## src/rtl/api_chip_resp.sv

```systemverilog
// Chip-side responder for the miner serial link: receives work words, returns header + queued nonces.
// Optional watchdog abort on a stalled frame is enabled by defining API_CHIP_TIMEOUT_EN.
//
// state   | meaning
// S_IDLE  | no frame; miso low; waits for load rise (or one held from S_END)
// S_SHIFT | frame active; shifting rx on sck rise, tx on sck fall
// S_END   | one cycle; reports work_done or frame_err

module api_chip_resp #(
    parameter int WORK_LEN    = 23,
    parameter int NONCE_DEPTH = 8,
    parameter int TIMEOUT_CYC = 4096
) (
    input  logic        CLK_I,
    input  logic        RST_I,
    input  logic        load,
    input  logic        sck,
    input  logic        mosi,
    output logic        miso,
    output logic [31:0] work_dout,
    output logic        work_wr,
    output logic        work_done,
    output logic        frame_err,
    input  logic [31:0] nonce_din,
    input  logic        nonce_push,
    output logic        nonce_full,
    output logic        nonce_ovf
);

    localparam int AW = $clog2(NONCE_DEPTH);
    localparam int CW = AW + 1;
    localparam logic [CW-1:0] DEPTH_C = CW'(NONCE_DEPTH);
    localparam logic [7:0]    WLEN_C  = 8'(WORK_LEN);

    if (NONCE_DEPTH < 2 || NONCE_DEPTH > 64 || (NONCE_DEPTH & (NONCE_DEPTH - 1)) != 0
        || TIMEOUT_CYC < 2) begin : g_bad_param
        $error("api_chip_resp: illegal NONCE_DEPTH or TIMEOUT_CYC");
    end

    typedef enum logic [1:0] {S_IDLE, S_SHIFT, S_END} state_t;
    state_t state, state_n;

    logic [2:0]  load_q, sck_q;
    logic [1:0]  mosi_q;
    logic        load_rise, load_fall, sck_rise, sck_fall;
    logic        load_pend, start, at_boundary, pop, push_ok, timeout;
    logic [4:0]  bit_cnt;
    logic [7:0]  word_cnt, snap, snap_n, popped;
    logic [30:0] rx_sr;
    logic [31:0] tx_sr;

    logic [31:0]   mem [NONCE_DEPTH];
    logic [AW-1:0] wr_ptr, rd_ptr;
    logic [CW-1:0] cnt, cnt_n;

    always_ff @(posedge CLK_I or posedge RST_I) begin
        if (RST_I) begin
            load_q <= '0;
            sck_q  <= '0;
            mosi_q <= '0;
        end else begin
            load_q <= {load_q[1:0], load};
            sck_q  <= {sck_q[1:0], sck};
            mosi_q <= {mosi_q[0], mosi};
        end
    end

    assign load_rise   = load_q[1] & ~load_q[2];
    assign load_fall   = ~load_q[1] & load_q[2];
    assign sck_rise    = sck_q[1] & ~sck_q[2];
    assign sck_fall    = ~sck_q[1] & sck_q[2];
    assign start       = (state == S_IDLE) && (load_rise || load_pend);
    assign at_boundary = (bit_cnt == 5'd0) && (word_cnt != 8'd0);
    assign pop         = (state == S_SHIFT) && sck_fall && at_boundary
                         && (popped < snap) && (cnt != '0);
    assign push_ok     = nonce_push && (!nonce_full || pop);
    // Depth is capped at 64, so the count always fits the 8-bit header field.
    assign snap_n      = 8'(cnt);
    assign miso        = (state == S_SHIFT) ? tx_sr[31] : 1'b0;

`ifdef API_CHIP_TIMEOUT_EN
    localparam int TW = $clog2(TIMEOUT_CYC);
    localparam logic [TW-1:0] TO_C = TW'(TIMEOUT_CYC - 1);
    logic [TW-1:0] wd_cnt;

    always_ff @(posedge CLK_I or posedge RST_I) begin
        if (RST_I)
            wd_cnt <= '0;
        else if (start || sck_rise || sck_fall)
            wd_cnt <= TO_C;
        else if (state == S_SHIFT && wd_cnt != '0)
            wd_cnt <= wd_cnt - 1'b1;
    end

    assign timeout = (state == S_SHIFT) && !sck_rise && !sck_fall && (wd_cnt == '0);
`else
    assign timeout = 1'b0;
`endif

    always_ff @(posedge CLK_I or posedge RST_I) begin
        if (RST_I) state <= S_IDLE;
        else       state <= state_n;
    end

    always_comb begin
        state_n = state;
        case (state)
            S_IDLE:  if (load_rise || load_pend) state_n = S_SHIFT;
            S_SHIFT: begin
                if (load_fall)    state_n = S_END;
                else if (timeout) state_n = S_IDLE;
            end
            S_END:   state_n = S_IDLE;
            default: state_n = S_IDLE;
        endcase
    end

    always_ff @(posedge CLK_I or posedge RST_I) begin
        if (RST_I) begin
            load_pend <= 1'b0;
            bit_cnt   <= '0;
            word_cnt  <= '0;
            snap      <= '0;
            popped    <= '0;
            rx_sr     <= '0;
            tx_sr     <= '0;
            work_dout <= '0;
            work_wr   <= 1'b0;
            work_done <= 1'b0;
            frame_err <= 1'b0;
        end else begin
            work_wr   <= 1'b0;
            work_done <= 1'b0;
            frame_err <= 1'b0;
            if (state == S_END && load_rise)
                load_pend <= 1'b1;
            else if (state == S_IDLE)
                load_pend <= 1'b0;
            case (state)
                S_IDLE: if (start) begin
                    bit_cnt  <= '0;
                    word_cnt <= '0;
                    popped   <= '0;
                    rx_sr    <= '0;
                    snap     <= snap_n;
                    tx_sr    <= {16'hA55A, 8'h00, snap_n};
                end
                S_SHIFT: begin
                    if (sck_rise) begin
                        rx_sr   <= {rx_sr[29:0], mosi_q[1]};
                        bit_cnt <= bit_cnt + 1'b1;
                        if (bit_cnt == 5'd31) begin
                            if (word_cnt < WLEN_C) begin
                                work_dout <= {rx_sr, mosi_q[1]};
                                work_wr   <= 1'b1;
                            end
                            if (word_cnt != 8'hFF)
                                word_cnt <= word_cnt + 1'b1;
                        end
                    end
                    if (sck_fall) begin
                        if (at_boundary) begin
                            tx_sr <= pop ? mem[rd_ptr] : 32'h0;
                            if (pop) popped <= popped + 1'b1;
                        end else begin
                            tx_sr <= {tx_sr[30:0], 1'b0};
                        end
                    end
                    if (timeout && !load_fall)
                        frame_err <= 1'b1;
                end
                S_END: begin
                    if (word_cnt == WLEN_C && bit_cnt == 5'd0) work_done <= 1'b1;
                    else                                       frame_err <= 1'b1;
                end
                default: ;
            endcase
        end
    end

    always_comb begin
        cnt_n = cnt;
        case ({push_ok, pop})
            2'b10:   cnt_n = cnt + 1'b1;
            2'b01:   cnt_n = cnt - 1'b1;
            default: ;
        endcase
    end

    always_ff @(posedge CLK_I) begin
        if (push_ok) mem[wr_ptr] <= nonce_din;
    end

    always_ff @(posedge CLK_I or posedge RST_I) begin
        if (RST_I) begin
            wr_ptr     <= '0;
            rd_ptr     <= '0;
            cnt        <= '0;
            nonce_full <= 1'b0;
            nonce_ovf  <= 1'b0;
        end else begin
            if (push_ok) wr_ptr <= wr_ptr + 1'b1;
            if (pop)     rd_ptr <= rd_ptr + 1'b1;
            cnt        <= cnt_n;
            nonce_full <= (cnt_n == DEPTH_C);
            nonce_ovf  <= nonce_push && nonce_full && !pop;
        end
    end

endmodule

```

## config.mk

```make
export PLATFORM = sky130hd
export DESIGN_NAME = api_chip_resp
export DESIGN_NICKNAME = d
export VERILOG_FILES = /design/src/rtl/api_chip_resp.sv
export SDC_FILE = /design/constraint.sdc
export NUM_CORES = 1
export LEC_CHECK = 0
export BUFFER_PORTS_ARGS = -buffer_cell sky130_fd_sc_hd__buf_2
export CAP_MARGIN = 20
export CELL_PAD_IN_SITES_DETAIL_PLACEMENT = 1
export CELL_PAD_IN_SITES_GLOBAL_PLACEMENT = 2
export CORE_ASPECT_RATIO = 2
export CORE_MARGIN = 8
export CORE_UTILIZATION = 48
export CTS_BUF_LIST = sky130_fd_sc_hd__clkbuf_8
export CTS_CLUSTER_DIAMETER = 120
export DETAILED_ROUTE_END_ITERATION = 7
export PLACE_DENSITY_LB_ADDON = 0.1
export SLEW_MARGIN = 20
export SYNTH_ARGS = -nofsm -noshare
export SYNTH_HDL_FRONTEND = slang
export SYNTH_SLANG_ARGS = --single-unit
```

## constraint.sdc

```tcl
create_clock -name CLK_I -period 6.4 [get_ports CLK_I]
set_input_delay 0.64 -clock CLK_I [delete_from_list [all_inputs] [get_ports CLK_I]]
set_output_delay 0.64 -clock CLK_I [all_outputs]
set_load 0.02 [all_outputs]
```

==> flow_summary.json <==
{
  "hold_viol": 0,
  "hold_buffers": 0,
  "clk_latency_ns": 0.61,
  "worst_pin_slew_ns": 1.112,
  "postSynth.asyncResetShare": 0.3632,
  "pin_count": 76,
  "syn_avg_cell_area_sq_um": 16.43,
  "ant_nets": 0,
  "area_growth_pct": 12.16,
  "ctsRootBufferMaster": "clkbuf_8",
  "drtPass1Iterations": 4,
  "crit_fanout": 44,
  "vias_per_cell": 5.528,
  "routed-via-count": 8552,
  "endpoint_kind": "flip-flop",
  "dp_hpwl_um": 21780,
  "synth_seq_cells": 402,
  "yosys-mux-area-fraction": 0.1359,
  "finalCritPeriodShare": 0.6696,
  "placed_cells": 1444,
  "clockBufferDepth": 3,
  "setup_viol_count_final": 0,
  "place_congestion": 0.7681,
  "gr-usage-all-layers": 0.1763,
  "design.die.area_sq_um": 39820,
  "drcViolationCount": 0,
  "cts_tree": "yes",
  "synthTopCellsByCount": "edfxtp_1, dfrtp_1, nand2_1",
  "grt_pass1_vias": 9584,
  "fp.dieH_um": 274.3,
  "synth_top_flop_cell": "edfxtp_1",
  "fill_cells": 3138,
  "vdd_drop_max_mv": 0.2224,
  "synth_area_leaders": "edfxtp_1, dfrtp_1, mux4_2",
  "start_util": 0.4863,
  "worstPathArrival_ns": 4.77,
  "postCtsSetupBuffers": 0,
  "max-cap-violations": 0,
  "htreeDepth": 2,
  "ctsResizeCount": 0,
  "routed_wl_um": 34310,
  "max-slew-margin-rel": 0.2554,
  "cts_buffers": 56,
  "port_buffers": 75,
  "regArea_sq_um": 11350,
  "synth_compound_area_frac": 0.04227,
  "synth_fa_ha_area_frac": 0.01094,
  "yosys_warnings": 0,
  "setup_tns_ns": 0,
  "synth_nets": 1027,
  "drt_iter0_drc": 443,
  "final_max_slew_viol_count": 0,
  "yosysMostFrequentCell": "edfxtp_1",
  "fin_skew_ns": 0.02289,
  "yosysTopAreaCellShare": 0.4800,
  "num_rows": 94,
  "criticalPathCategory": "reg -> reg",
  "yosysUniqueCellTypes": 57,
  "fin_cells": 1547,
  "grt_pass1_wl_um": 54240,
  "synth_edf_count": 256,
  "syn_inst": 975,
  "synth_top_family_by_area": "multiplexers",
  "syn_area_sq_um": 16020,
  "layout-drive-gt1-share": 0.2675,
  "outcome": "complete, no violations",
  "grt_max_degree": 97,
  "startpoint_type": "flip-flop",
  "core_area_sq_um": 32930,
  "fin_crit_ns": 4.286,
  "grt_overflow": 0,
  "ff2ff_setup_slack_ns": 2.11,
  "p_leak_nw": 6.901,
  "synth_xor_area_frac": 0.004922,
  "pwr_density_cell_nw_per_um2": 335.7,
  "ys_seq_area_frac": 0.7081,
  "die_w_um": 145.2,
  "synth-simple-area-share": 0.07734,
  "num-nets-final": 1122,
  "multi_input_area_sq_um": 4419,
  "clock-sinks": 402,
  "wl_per_cell_um": 22.18,
  "antenna_found_initial": 2,
  "clk_pin_slew_worst_paths_ns": 0.07,
  "hold_class": "in -> reg",
  "crit_required_ns": 6.89,
  "synth_top_area_cell": "edfxtp_1",
  "fmax_mhz": 233.3,
  "rsz0062_at_grt": "no"
}
-- kinds of logic after synthesis --
group,Yosys count
flip-flops,402
buffers and inverters,72
AND/OR/NAND/NOR,255
adder cells (fa/ha/maj),14
multiplexers,133
AO/OA/AOI/OAI,90
XOR/XNOR,9
-- power breakdown --
part	internal (W)	leakage [nW]	total, W	switching, W
logic	0.000273	2.02	0.000845	0.000572
clock network	0.000954	0.612	0.00188	0.000930
registers	0.00314	4.27	0.00330	0.000159
-- metal layers --
metal	global-route usage	part of all wire
met1	0.1871	0.38
met2	0.3424	0.56
met3	0.02824	0.028
met4	0.06472	0.029
met5	0	0
-- sequential cells by signal, indices dropped and copies added, names as in the netlist --
register and count:
load_q 3, frame_err 1, snap 4, bit_cnt 5
work_dout 32, sck_q 3, nonce_ovf 1, word_cnt 8
cnt 4, wr_ptr 3, work_wr 1, nonce_full 1
mosi_q 2, rd_ptr 3, rx_sr 31, state 2
mem 256, load_pend 1, tx_sr 32, popped 8
work_done 1
-- critical path, cell delays in order, from the launching register on --
cell	delay (ns)
dfrtp_1	0.45
nor4_1	0.58
a31o_2	0.84
o21a_1	0.66
nand2b_1	0.22
ha_1	0.29
xor2_1	0.11
ha_1	0.18
a21oi_1	0.14
xor2_1	0.17
nor2_1	0.07
xor2_1	0.15
nor4b_1	0.30
-- through the flow --
stage / util / cell area (sq um) / power, W / setup slack (ns) / hold slack (ns)
2_1_floorplan: - / 16020 / 0.003881 / 0.8931 / 0.3312
3_5_place_dp: 0.5127 / 16880 / 0.004230 / 2.091 / 0.3497
3_3_place_gp: 0.5126 / 16880 / 0.004187 / 2.268 / 0.3473
5_1_grt: 0.5454 / 17960 / 0.006323 / 1.799 / 0.1096
4_1_cts: 0.5454 / 17960 / 0.006140 / 2.098 / 0.09772
6_report: 0.5454 / 17960 / 0.006031 / 2.114 / 0.1518
-- cells in the final DEF, fill, tap and decap left out, types with 12 or more instances in the layout --
| cell | Yosys | layout |
|---|---|---|
| clkbuf_8 | 0 | 64 |
| o21ai_0 | 18 | 17 |
| inv_1 | 15 | 31 |
| nand2_1 | 115 | 115 |
| buf_4 | 1 | 18 |
| buf_2 | 18 | 75 |
| clkinv_1 | 0 | 15 |
| nor2_1 | 19 | 18 |
| mux2_2 | 34 | 34 |
| mux2i_1 | 34 | 34 |
| mux4_2 | 64 | 64 |
| or3_1 | 12 | 12 |
| o211ai_2 | 15 | 15 |
| ha_1 | 14 | 14 |
| edfxtp_1 | 256 | 256 |
| a21oi_1 | 14 | 14 |
| dfrtp_1 | 146 | 143 |
| nand3_1 | 55 | 55 |
-- final timing paths --
kind,start,endpoint,cells past startpoint
setup / recovery,word_cnt[3]$_DFFE_PP0P_,nonce_full$_DFF_PP0_,12
hold / removal,load,load_q[0]$_DFF_PP0_,1
setup reg to reg,word_cnt[3]$_DFFE_PP0P_,nonce_full$_DFF_PP0_,12
hold reg to reg,load_q[0]$_DFF_PP0_,load_q[1]$_DFF_PP0_,0
max in group asynchronous,RST_I,rx_sr[17]$_DFFE_PP0P_,3
min in group asynchronous,RST_I,work_done$_DFF_PP0_,2
-- layout make-up --
class                           instances  share of cell area
Sequential cell                       402              0.6317
Multi-Input combinational cell        501              0.2460
Clock buffer                           64             0.04904
Tap cell                              432             0.03009
Timing Repair Buffer                   93             0.02842
Clock inverter                         38             0.01080
Inverter                               16            0.003761
Antenna cell                            1           0.0001393
(Power assumes the default switching activity.)
